<file path="src/rtl/dcache_bypass_resp.sv">
// Uncached data-cache bypass: one outstanding port-0 request is turned into a bus read or write.
// Define DCACHE_POSTED_WRITE_EN to complete stores early through a one-entry posted write buffer.
module dcache_bypass_resp #(
    parameter int TAG_WIDTH    = 20,
    parameter int INDEX_WIDTH  = 8,
    parameter int OFFSET_WIDTH = 4
) (
    input  logic                    clk,
    input  logic                    reset,
    input  logic                    p0_valid,
    input  logic                    p1_valid,
    input  logic [2:0]              op,
    input  logic [TAG_WIDTH-1:0]    tag,
    input  logic [INDEX_WIDTH-1:0]  index,
    input  logic [OFFSET_WIDTH-1:0] p0_offset,
    input  logic [3:0]              p0_wstrb,
    input  logic [31:0]             p0_wdata,
    input  logic [1:0]              p0_size,
    input  logic                    uncached,
    output logic                    addr_ok,
    output logic                    data_ok,
    output logic [31:0]             p0_rdata,
    output logic [31:0]             p1_rdata,
    output logic                    rd_req,
    output logic [31:0]             rd_addr,
    output logic [1:0]              rd_size,
    input  logic                    rd_rdy,
    input  logic                    ret_valid,
    input  logic [31:0]             ret_data,
    output logic                    wr_req,
    output logic [31:0]             wr_addr,
    output logic [1:0]              wr_size,
    output logic [3:0]              wr_strb,
    output logic [31:0]             wr_data,
    input  logic                    wr_rdy,
    input  logic                    wr_bvalid
);

    typedef enum logic [2:0] {
        IDLE,
        RD_REQ,
        RD_WAIT,
        WR_REQ,
        WR_WAIT,
        RESP
    } state_t;

`ifdef DCACHE_POSTED_WRITE_EN
    localparam bit POSTED = 1'b1;
`else
    localparam bit POSTED = 1'b0;
`endif

    state_t      state;
    state_t      state_next;
    logic [31:0] req_addr;
    logic [31:0] req_wdata;
    logic [3:0]  req_wstrb;
    logic [1:0]  req_size;
    logic        bus_done;
    logic        wb_empty;
    logic        accept;
    logic        is_cacop;
    logic        is_store;
    logic        unused_inputs;

    assign accept   = p0_valid && addr_ok;
    assign is_cacop = op[2];
    assign is_store = !op[2] && op[0];

    assign unused_inputs = ^{p1_valid, uncached, op[1]};

    always_ff @(posedge clk) begin
        if (accept) begin
            req_addr  <= {tag, index, p0_offset};
            req_wdata <= p0_wdata;
            req_wstrb <= p0_wstrb;
            req_size  <= p0_size;
        end
    end

    // Bus responses are registered once before the FSM reacts, so completion lands two cycles after them.
    always_ff @(posedge clk) begin
        if (reset) begin
            bus_done <= 1'b0;
            p0_rdata <= '0;
        end else begin
            bus_done <= !bus_done && ((state == RD_WAIT && ret_valid) ||
                                      (state == WR_WAIT && wr_bvalid));
            if (accept)
                p0_rdata <= '0;
            else if (state == RD_WAIT && ret_valid && !bus_done)
                p0_rdata <= ret_data;
        end
    end

`ifdef DCACHE_POSTED_WRITE_EN
    logic wb_valid;
    logic wb_issued;

    // The buffer reuses the request registers; addr_ok stays low until it drains, so they cannot change.
    always_ff @(posedge clk) begin
        if (reset) begin
            wb_valid  <= 1'b0;
            wb_issued <= 1'b0;
        end else if (accept && is_store) begin
            wb_valid  <= 1'b1;
            wb_issued <= 1'b0;
        end else if (wb_valid && !wb_issued && wr_rdy) begin
            wb_issued <= 1'b1;
        end else if (wb_issued && wr_bvalid) begin
            wb_valid  <= 1'b0;
            wb_issued <= 1'b0;
        end
    end

    assign wb_empty = !wb_valid;
    assign wr_req   = wb_valid && !wb_issued;
`else
    assign wb_empty = 1'b1;
    assign wr_req   = (state == WR_REQ);
`endif

    always_ff @(posedge clk) begin
        if (reset)
            state <= IDLE;
        else
            state <= state_next;
    end

    always_comb begin
        state_next = state;
        case (state)
            IDLE: begin
                if (accept) begin
                    if (is_cacop)
                        state_next = RESP;
                    else if (is_store)
                        state_next = POSTED ? RESP : WR_REQ;
                    else
                        state_next = RD_REQ;
                end
            end
            RD_REQ:  if (rd_rdy)   state_next = RD_WAIT;
            RD_WAIT: if (bus_done) state_next = RESP;
            WR_REQ:  if (wr_rdy)   state_next = WR_WAIT;
            WR_WAIT: if (bus_done) state_next = RESP;
            RESP:    state_next = IDLE;
            default: state_next = IDLE;
        endcase
    end

    assign addr_ok  = (state == IDLE) && wb_empty;
    assign data_ok  = (state == RESP);
    assign rd_req   = (state == RD_REQ);
    assign rd_addr  = req_addr;
    assign rd_size  = req_size;
    assign wr_addr  = req_addr;
    assign wr_size  = req_size;
    assign wr_strb  = req_wstrb;
    assign wr_data  = req_wdata;
    assign p1_rdata = '0;

endmodule

</file>
<file path="config.mk">
export PLATFORM = sky130hd
export DESIGN_NAME = dcache_bypass_resp
export DESIGN_NICKNAME = d
export VERILOG_FILES = /design/src/rtl/dcache_bypass_resp.sv
export SDC_FILE = /design/constraint.sdc
export NUM_CORES = 1
export LEC_CHECK = 0
export BUFFER_PORTS_ARGS = -buffer_cell sky130_fd_sc_hd__buf_2
export CORE_AREA = 2 2 109 111
export CTS_BUF_LIST = sky130_fd_sc_hd__clkbuf_16
export DETAILED_ROUTE_END_ITERATION = 10
export DIE_AREA = 0 0 111 113
export PLACE_DENSITY_LB_ADDON = 0.25
export SLEW_MARGIN = 20
export SYNTH_ARGS = -nofsm -noshare
export SYNTH_HDL_FRONTEND = slang
export SYNTH_SLANG_ARGS = --single-unit
</file>
<file path="constraint.sdc">
create_clock -name clk -period 7.55 [get_ports clk]
set_input_delay 1.51 -clock clk [delete_from_list [all_inputs] [get_ports clk]]
set_output_delay 1.51 -clock clk [all_outputs]
set_load 0.01 [all_outputs]
</file>
# After elaboration in Yosys (flattened, before gate mapping)
# Cells that the tools add are included.
[word_totals]
regBits = 106
in_bits = 114
out_inout_bits = 172
[classes]
n_eq_ne = 9
muxes = 7
reduce_logical = 13
[ops]
columns = ["cell", "count"]
rows = [
  ["$mux W3", 5],
  ["$pmux W3 S4", 1],
  ["$ne A2 B1 Y1 const B", 4],
  ["$eq A3 B2 Y1 const B", 2],
  ["$eq A3 B3 Y1 const B", 2],
  ["$logic_and A1 B1 Y1", 6],
  ["$reduce_and A4 Y1", 1],
  ["$reduce_or A2 Y1", 2],
  ["$eq A3 B1 Y1 const B", 1],
  ["$logic_not A3 Y1", 1],
  ["$logic_not A1 Y1", 2],
  ["$mux W2", 1],
  ["$logic_or A1 B1 Y1", 1],
]

# Longest topological paths before layout
# Gate-level depths: netlist of run 1.
[depth]
word_depth = 6
depth_mapped = 6
mapped_depth_nobuf = 3

# Least setup slack after synthesis of run 1
# Ideal clock, no wire load.
[synth_path]
kind = "input to register"
from = "in p0_valid"
to = "reg req_addr[0], in the netlist rd_addr[0] (enable)"
setup_ns = 0.435
arrival_ns = 3.150
required_ns = 7.115
path_slack_ns = 3.964
stages = 1
path_cell_list = "and2_1"
[synth_via]
elab_chain_cells = 1
[synth_lines]
columns = ["item", "line", "rtl"]
rows = [
  ["start: declaration", "10", "input logic p0_valid,"],
  ["$logic_and A1 B1 Y1", "67", "assign accept = p0_valid && addr_ok;"],
  ["end signal: assignment", "75", "req_addr <= {tag, index, p0_offset};"],
  ["end: declaration", "56", "logic [31:0] req_addr;"],
]
# Every way passes these cells.
# A chain may end at the register's enable or synchronous reset.

# Worst setup path in the final report of run 1
[layout_path]
from = "reg state[0]"
to = "out rd_req"
[layout_via]
elab_chain_cells = 1
[layout_lines]
columns = ["item", "line", "rtl"]
rows = [
  ["start: declaration", "54", "state_t state;"],
  ["start signal: assignment", "128", "state <= state_next;"],
  ["$eq A3 B1 Y1", "155", "assign rd_req = (state == RD_REQ);"],
  ["end: declaration", "24", "output logic rd_req,"],
]
# Every way passes these cells.

==> metrics.txt, run 1 <==
status finished, final reports clean; sequential power share 46.7%; Num CTS Buffers 9; Slew HR 28.6%; largest net degree at the start of global routing 71; sw power 0.000560 W; commonest non-fill, non-tap cells in the layout buf_2 (250), edfxtp_1 (70), dfxtp_1 (36); R2R Path End p0_rdata[8]; fin. max-slew vios 0; most common cell after layout, fill and taps aside buf_2; RSZ-0062 raised after global routing false; Final Hold Vio Count 0; FF+latch count, synth 106; part of the cycle the worst path needs 38.6%; hold depth 2; DIE WIDTH 111 µm; remaining global-route overflow 0; final setup fails 0; TritonCTS clock tree yes; Post-Route WL 10700 µm; Total Die Area 0.0125 mm²; CP arrival 1.40 ns; Fill cells 1094; leakage 2.39 nW; clock root cell clkbuf_16; Fin Clk Skew 0.00899 ns; FMAX 0.343 GHz; Internal Pwr Total 0.00123 W; Final HPWL DP 7760 µm; syn avg cell area 12.9 µm²; area delta synth->final 31.4%; critical path capture point type primary output; ratio of cells with drive above 1 in the final layout 51.2%; vias in the first global route 3055; Tightest Hold Check Type flip-flop to flip-flop; Clock Pin Slew Worst Setup and Hold Paths 0.07 ns; Netlist Area Pre-Place 0.00414 mm²; Setup Buffers After CTS 0; min-delay src p0_rdata[11]; Worst-Margin Slew 1.07 ns; synth warn 0; post_cts resized 0; hold-fix buffers at CTS 0; Worst Setup Start Kind flip-flop; R2R Path Start bus_done; IO buf count 250; Sw Share 31.3%; Cells after Synth 321; Clk pwr share 28.1%; Worst Path Max Fanout 14; final worst slack 4.64 ns; sequential fraction of the synthesis area 68.2%; post-route ant nets 0; Die Ht 113 µm; clock sinks 106; Crit path required time 6.04 ns; GRT Overall Usage 16.3%; Hold Path Sink p0_rdata[11]; unique cell type count in the Yosys netlist 34; Layout Nets 642; routed len/inst 15.8 µm; drt initial violations 149; Place WS 4.67 ns; Clock Path Buffers 2; I/O pin count 286; initial antenna violation count 0; Max IR drop VDD 0.307 mV; vias post-DR 3123; max cap viols 0; Inserted Diodes 0; placeable core area 0.0113 mm²; DRT Pass-1 Iters 4; H-tree levels 3; cells on worst reg2reg path 4; # DRC 0; critical setup path kind flip-flop to primary output; Setup TNS 0 ns; power per cell area 330 mW/mm²; Starting Density 36.7%; Reg2Reg Setup Slack 5.42 ns; Avg Vias per Cell 4.62; Final min period 2.91 ns; GP Congestion 0.779; Rows 39; global-route wire length before repair 16000 µm; Comb power frac 25.2%; Clk Latency, worst-skew pair 0.34 ns
cell families after synthesis:
| family | Yosys count | share of synthesized area, % |
|---|---|---|
| flip-flops | 106 | 68.2 |
| buffers and inverters | 89 | 14.5 |
| AO/OA/AOI/OAI | 74 | 9.77 |
| AND/OR/NAND/NOR | 49 | 6.92 |
| multiplexers | 2 | 0.514 |
| other | 1 | 0.0906 |
how the worst max path moves through the flow:
stage	startpoint	end	slack, ns	depth (start not counted)
after CTS	state[0]	rd_req	4.59	3
after global routing	state[0]	rd_req	4.51	3
after detailed placement	ret_valid	p0_rdata[21]	4.67	5
after floorplan	p0_valid	rd_addr[0]	3.96	1
final	state[0]	rd_req	4.64	3
after global placement	ret_valid	p0_rdata[18]	4.44	4
per-stage QoR:
step | instances | utilization [%] | hold slack (ns) | power, W | cell area (µm²)
2_1_floorplan | 352 | - | 0.498 | 0.00116 | 4250
3_3_place_gp | 660 | 45.3 | 0.459 | 0.00130 | 5110
3_5_place_dp | 660 | 45.3 | 0.465 | 0.00131 | 5110
4_1_cts | 676 | 48.2 | 0.476 | 0.00182 | 5440
5_1_grt | 676 | 48.2 | 0.499 | 0.00188 | 5440
6_report | 676 | 48.2 | 0.477 | 0.00179 | 5440
cell type report:
| type | count | area [µm²] | area share (%) |
|---|---|---|---|
| clock buffers | 9 | 225 | 4.14 |
| clock inverters | 7 | 100 | 1.84 |
| inverters | 2 | 7.51 | 0.138 |
| multi-input cells | 157 | 836 | 15.4 |
| flip-flops and latches | 106 | 2820 | 51.9 |
| well taps | 143 | 179 | 3.29 |
| repair buffers | 252 | 1270 | 23.3 |
state kept, by name (all words and copies together), names as in the netlist:
| signal | cells |
|---|---|
| rd_size | 2 |
| bus_done | 1 |
| rd_addr | 32 |
| state | 3 |
| wr_strb | 4 |
| wr_data | 32 |
| p0_rdata | 32 |
synth_stat cells:
cell	instances	area, µm²
o41ai_2	1	16.3
a21oi_1	33	165
conb_1	1	3.75
nand3_1	32	160
or4b_1	1	10.0
inv_1	2	7.51
and4bb_1	1	12.5
buf_2	11	55.1
o21ai_0	22	110
o21a_1	2	15.0
nor3_2	1	10.0
nor2b_1	1	6.26
o21ai_1	10	50.1
nand4bb_1	1	11.3
dfxtp_1	36	721
nor3b_1	1	7.51
or3b_1	1	8.76
nand2_1	2	7.51
o22ai_1	1	6.26
nor2_1	2	7.51
nor4bb_1	1	10.0
clkbuf_1	9	33.8
nor4b_1	1	8.76
nor3_1	1	5.00
mux2i_1	1	10.0
a2111oi_0	2	17.5
edfxtp_1	70	2100
a211o_1	1	8.76
a21o_1	1	7.51
and2_1	1	6.26
buf_4	67	503
nand3b_1	2	15.0
a211oi_1	1	7.51
mux2_1	1	11.3
per-layer routing:
| layer | vias up | track usage (%) | part of all wire (%) |
|---|---|---|---|
| met4 | 0 | 5.08 | 1.5 |
| met5 | - | 0 | 0 |
| met3 | 12 | 4.71 | 7.4 |
| met2 | 150 | 28.5 | 52 |
| met1 | 1490 | 19.4 | 39 |
| li1 | 1471 | - | - |
power groups by stage:
stage | Sequential (W) | Combinational [W] | Clock, W
floorplan | 0.000895 | 0.000264 | 0
global placement | 0.000843 | 0.000457 | 0
detailed placement | 0.000851 | 0.000463 | 0
CTS | 0.000838 | 0.000463 | 0.000519
global route | 0.000854 | 0.000487 | 0.000543
finish | 0.000836 | 0.000451 | 0.000504
worst max-delay path, stage by stage (launching register included):
cell and delay, ns:
dfxtp_1 0.57, inv_1 0.13, nor3_1 0.20, buf_2 0.17
(Power assumes the default switching activity.)
==> inputs of run 2 (changes only) <==
CORE_AREA = 2 2 110 112   (was 2 2 109 111)
DIE_AREA = 0 0 112 114   (was 0 0 111 113)
clock period = 3 ns   (was 7.55 ns; I/O delays follow)
==> run 2 against run 1 <==
Routed wire length decreased by 3.9%. Critical path type is now flip-flop to flip-flop. Worst setup slack got worse by 3.6 ns. Hold slack lost 0.051 ns. Die area is 1.8% higher. Combinational power rose to 2.5 times the previous value. Highest routed layer unchanged. First-iteration DRC count down 13%. Largest power group unchanged. Clock-buffer cell count unchanged. Via count down 1.4%.
==> metrics.txt, run 2 (synthesis gave the netlist of run 1 again) <==
Fill cells 1111 (was 1094); Slew HR 31.4% (was 28.6%); crit-path leading delay family buffers and inverters (was flip-flops); sequential power share 46.3% (was 46.7%); register area 0.00282 mm² (unchanged); RSZ-0062 raised after global routing false (unchanged); # DRC 0 (unchanged); initial antenna violation count 0 (unchanged); Rows 40 (was 39); Setup TNS 0 ns (unchanged); DIE WIDTH 112 µm (was 111 µm); vias in the first global route 2888 (was 3055); Comb power frac 25.0% (was 25.2%); hold-fix buffers at CTS 0 (unchanged); area delta synth->final 32.0% (was 31.4%); status finished, final reports clean (unchanged); leakage 2.41 nW (was 2.39 nW); Layout Nets 644 (was 642); Tightest Hold Check Type primary input to flip-flop (was flip-flop to flip-flop); Clk Latency, worst-skew pair 0.34 ns (about the same); post-route ant nets 0 (unchanged); met3 global-route usage 4.89% (was 4.71%); most used routing layer met2 (unchanged); sw power 0.00141 W (was 0.000560 W); post_cts resized 0 (unchanged); commonest non-fill, non-tap cells in the layout buf_2 (250), edfxtp_1 (70), dfxtp_1 (36) (unchanged); clock sinks 106 (unchanged); Clk pwr share 28.6% (was 28.1%); Die Ht 114 µm (was 113 µm); remaining global-route overflow 0 (unchanged); Final Hold Vio Count 0 (unchanged); max cap viols 0 (unchanged); routed len/inst 15.0 µm (was 15.8 µm); WP buf/inv 2 (unchanged); part of the cycle the worst path needs 66.4%; Internal Pwr Total 0.00311 W (was 0.00123 W); critical setup path kind flip-flop to flip-flop (was flip-flop to primary output); power per cell area 828 mW/mm² (was 330 mW/mm²); Total Die Area 0.0128 mm² (was 0.0125 mm²); cell breakdown of the critical path buf_4 -> inv_1 -> nand3_1 -> a21oi_1 (was inv_1 -> nor3_1 -> buf_2); CP arrival 2.18 ns (was 1.40 ns); IO buf count 250 (unchanged); Hold WS 0.425 ns (was 0.477 ns); TritonCTS clock tree yes (unchanged); area of the multi-input gates 835 µm² (was 836 µm²); drt initial violations 130 (was 149); Setup Buffers After CTS 0 (unchanged); Final Util 46.6% (was 48.2%); Clock Path Buffers 2 (unchanged); Starting Density 35.3% (was 36.7%); Final min period 1.99 ns; fin. max-slew vios 0 (unchanged); met1 Usage GRT 18.5% (was 19.4%); Worst Setup Start Kind flip-flop (unchanged); M2 GR Usage 25.7% (was 28.5%); I/O pin count 286 (unchanged); placeable core area 0.0117 mm² (was 0.0113 mm²); critical path capture point type flip-flop (was primary output); most common cell after layout, fill and taps aside buf_2 (unchanged); DRT Pass-1 Iters 4 (unchanged); Sw Share 31.2% (was 31.3%); GRT Overall Usage 15.2% (was 16.3%); Worst Path Max Fanout 32 (was 14); H-tree levels 3 (unchanged); Post-Route WL 10300 µm (was 10700 µm); Clock Pin Slew Worst Setup and Hold Paths 0.08 ns (was 0.07 ns); final setup fails 0 (unchanged); worst stage delay on the critical path 0.66 ns (was 0.57 ns); Max IR drop VDD 0.743 mV (was 0.307 mV); Worst-Margin Slew 1.03 ns (was 1.07 ns); ratio of cells with drive above 1 in the final layout 51.0% (was 51.2%); Inserted Diodes 0 (unchanged); slowest cell on the critical path dfxtp_1 (unchanged); vias post-DR 3079 (was 3123); Num CTS Buffers 9 (unchanged); Fin Clk Skew 0.00803 ns (was 0.00899 ns); FMAX 0.502 GHz; global-route wire length before repair 15100 µm (was 16000 µm); clock root cell clkbuf_16 (unchanged); Avg Vias per Cell 4.51 (was 4.62); Final HPWL DP 7500 µm (was 7760 µm); GP Congestion 0.731 (was 0.779); Crit path required time 3.19 ns (was 6.04 ns); largest net degree at the start of global routing 71 (unchanged)
[run 2: cell count changes in the layout (fill, tap and decap cells not counted), sizes merged]
cell      previous run  this run
buf                252       254
clkinvlp             2         0
inv                  3         5
[run 2: power by group through the flow]
| stage | logic [W] | registers (W) | clock network [W] |
|---|---|---|---|
| 4_1_cts | 0.00116 | 0.00210 | 0.00133 |
| 3_5_place_dp | 0.00116 | 0.00214 | 0 |
| 6_report | 0.00113 | 0.00210 | 0.00130 |
| 5_1_grt | 0.00123 | 0.00214 | 0.00140 |
| 2_1_floorplan | 0.000663 | 0.00225 | 0 |
| 3_3_place_gp | 0.00115 | 0.00212 | 0 |
[run 2: path summary, 6_finish.rpt]
check	startpoint	end	slack, ns	depth (start not counted)
max	bus_done	p0_rdata[0]	1.01	4
min	p0_wstrb[2]	wr_strb[2]	0.43	1
max reg2reg	bus_done	p0_rdata[0]	1.01	4
min reg2reg	p0_rdata[2]	p0_rdata[2]	0.47	2
[run 2: per-layer routing]
metal / routed length [µm] / share of wire [%]
met1: 4000 / 39
met2: 5170 / 50
met3: 909 / 8.9
met4: 178 / 1.7
met5: 0 / 0
[run 2: final cells by class]
| type | count | share of cell area [%] |
|---|---|---|
| repair buffers | 254 | 23.5 |
| well taps | 147 | 3.37 |
| inverters | 2 | 0.137 |
| multi-input cells | 157 | 15.3 |
| clock inverters | 7 | 1.95 |
| clock buffers | 9 | 4.12 |
| flip-flops and latches | 106 | 51.7 |
[run 2: metrics by stage]
step                cells  total power, W  instance area, µm²  worst slack (ns)
CTS                   682         0.00460                5460             0.957
global route          682         0.00478                5460             0.778
floorplan             352         0.00292                4250             0.113
global placement      666         0.00327                5130              1.04
detailed placement    666         0.00329                5130             0.970
finish                682         0.00452                5460              1.01
==> inputs of run 3 (changes only) <==
clock period = 1.9 ns   (was 3 ns; I/O delays follow)
==> run 3 against run 2 <==
Critical path depth is 1 lower. Final cell count is 1.2% higher. Sequential cell count stayed put. Clock skew is 0.0025 ns higher. Global-route usage is 0.60 points higher. Hold slack worse by 0.22 ns. Sequential power is 56% higher. Die area stayed put. Worst setup slack worse by 0.87 ns. Critical path type is now flip-flop to primary output. Largest cell class unchanged. Largest power group unchanged.
==> metrics.txt, run 3 (synthesis gave the netlist of run 1 again) <==
FMAX 0.567 GHz; largest net degree at the start of global routing 47 (was 71); CP arrival 1.38 ns (was 2.18 ns); final worst slack 0.135 ns (was 1.01 ns); register area 0.00282 mm² (unchanged); R2R Path Start state[1] (was bus_done); fin. max-slew vios 0 (unchanged); Fill cells 1123 (was 1111); Die Ht 114 µm (unchanged); Layout Nets 652 (was 644); Clk Latency, worst-skew pair 0.34 ns (about the same); final setup fails 0 (unchanged); post_cts resized 0 (unchanged); Clock Pin Slew Worst Setup and Hold Paths 0.08 ns (about the same); area of the multi-input gates 835 µm² (unchanged); remaining global-route overflow 0 (unchanged); global-route wire length before repair 15700 µm (was 15100 µm); status finished, final reports clean (unchanged); Reg2Reg Setup Slack 0.26 ns (was 1.01 ns); R2R Path End state[1] (was p0_rdata[0]); Final Util 46.8% (was 46.6%); Worst Path Max Fanout 14 (was 32); DRT Pass-1 Iters 5 (was 4); worst setup path endpoint wr_req (was p0_rdata[0]); # DRC 0 (unchanged); Inserted Diodes 0 (unchanged); Setup Buffers After CTS 0 (unchanged); vias in the first global route 2912 (was 2888); Final min period 1.76 ns; Final HPWL DP 7850 µm (was 7500 µm); post-route ant nets 0 (unchanged); Total Die Area 0.0128 mm² (unchanged); Avg Vias per Cell 4.59 (was 4.51); routed len/inst 15.5 µm (was 15.0 µm); Max IR drop VDD 0.558 mV (was 0.743 mV); Crit path required time 1.52 ns (was 3.19 ns); critical path capture point type primary output (was flip-flop); H-tree levels 3 (unchanged); GP Congestion 0.722 (was 0.731); max cap viols 0 (unchanged); part of the cycle the worst path needs 92.9%; power per cell area 1270 mW/mm² (was 828 mW/mm²); initial antenna violation count 0 (unchanged); Clock Path Buffers 2 (unchanged); Slew HR 32.4% (was 31.4%); drt initial violations 156 (was 130); RSZ-0062 raised after global routing false (unchanged); TritonCTS clock tree yes (unchanged); Fin Clk Skew 0.0105 ns (was 0.00803 ns); Place WS 0.268 ns (was 0.970 ns); clock root cell clkbuf_16 (unchanged); I/O pin count 286 (unchanged); area delta synth->final 32.5% (was 32.0%); hold-fix buffers at CTS 0 (unchanged); Final Hold Vio Count 0 (unchanged); Worst-Margin Slew 1.01 ns (was 1.03 ns); Tightest Hold Check Type primary input to flip-flop (unchanged); most common cell after layout, fill and taps aside buf_2 (unchanged); GRT Overall Usage 15.8% (was 15.2%); commonest non-fill, non-tap cells in the layout buf_2 (250), edfxtp_1 (70), dfxtp_1 (36) (unchanged); Setup TNS 0 ns (unchanged); IO buf count 250 (unchanged); Worst Setup Start Kind flip-flop (unchanged); leakage 2.43 nW (was 2.41 nW); clock sinks 106 (unchanged); ratio of cells with drive above 1 in the final layout 51.6% (was 51.0%); Starting Density 35.3% (unchanged); cells on worst reg2reg path 4 (unchanged); placeable core area 0.0117 mm² (unchanged); critical setup path kind flip-flop to primary output (was flip-flop to flip-flop); CP startpoint state[0] (was bus_done); Num CTS Buffers 9 (unchanged); vias post-DR 3167 (was 3079); Post-Route WL 10700 µm (was 10300 µm); DIE WIDTH 112 µm (unchanged); Rows 40 (unchanged)
==> run 3: per-layer routing <==
layer / share of wire [%] / GRT usage [%] / wire (µm) / vias up
li1: - / - / - / 1488
met1: 38 / 17.9 / 4040 / 1508
met2: 52 / 28.7 / 5560 / 159
met3: 8.8 / 4.68 / 937 / 12
met4: 1.3 / 5.37 / 142 / 0
met5: 0 / 0 / 0 / -
==> run 3: cell type report <==
cell class	instances	share of cell area, %
flip-flops and latches	106	51.5
well taps	147	3.35
inverters	2	0.137
clock buffers	9	4.11
multi-input cells	157	15.2
repair buffers	262	24.7
clock inverters	7	1.03
==> run 3: stage by stage <==
stage,area (µm²),power (W),hold WS (ns),std cells
floorplan,4260,0.00459,0.463,352
global placement,5200,0.00525,0.460,674
detailed placement,5200,0.00529,0.466,674
CTS,5480,0.00707,0.192,690
global route,5480,0.00735,0.188,690
finish,5480,0.00698,0.207,690
==> run 3: worst min-delay path by stage <==
stage	startpoint	endpoint	slack (ns)	cells past startpoint
detailed placement	p0_rdata[21]	p0_rdata[21]	0.47	2
floorplan	reset	bus_done	0.46	1
finish	index[2]	rd_addr[6]	0.21	1
global placement	p0_rdata[26]	p0_rdata[26]	0.46	2
global route	index[1]	rd_addr[5]	0.19	1
CTS	tag[11]	rd_addr[23]	0.19	1
==> run 3: report_power, final <==
group	switching, W	internal [W]	total [W]
registers	0.000210	0.00306	0.00327
clock network	0.000871	0.000911	0.00178
logic	0.00118	0.000742	0.00193
==> run 3: critical path, cell delays in order (launching register included) <==
cell and delay (ns):
dfxtp_1 0.57, inv_1 0.13, nor3b_1 0.19, buf_2 0.16
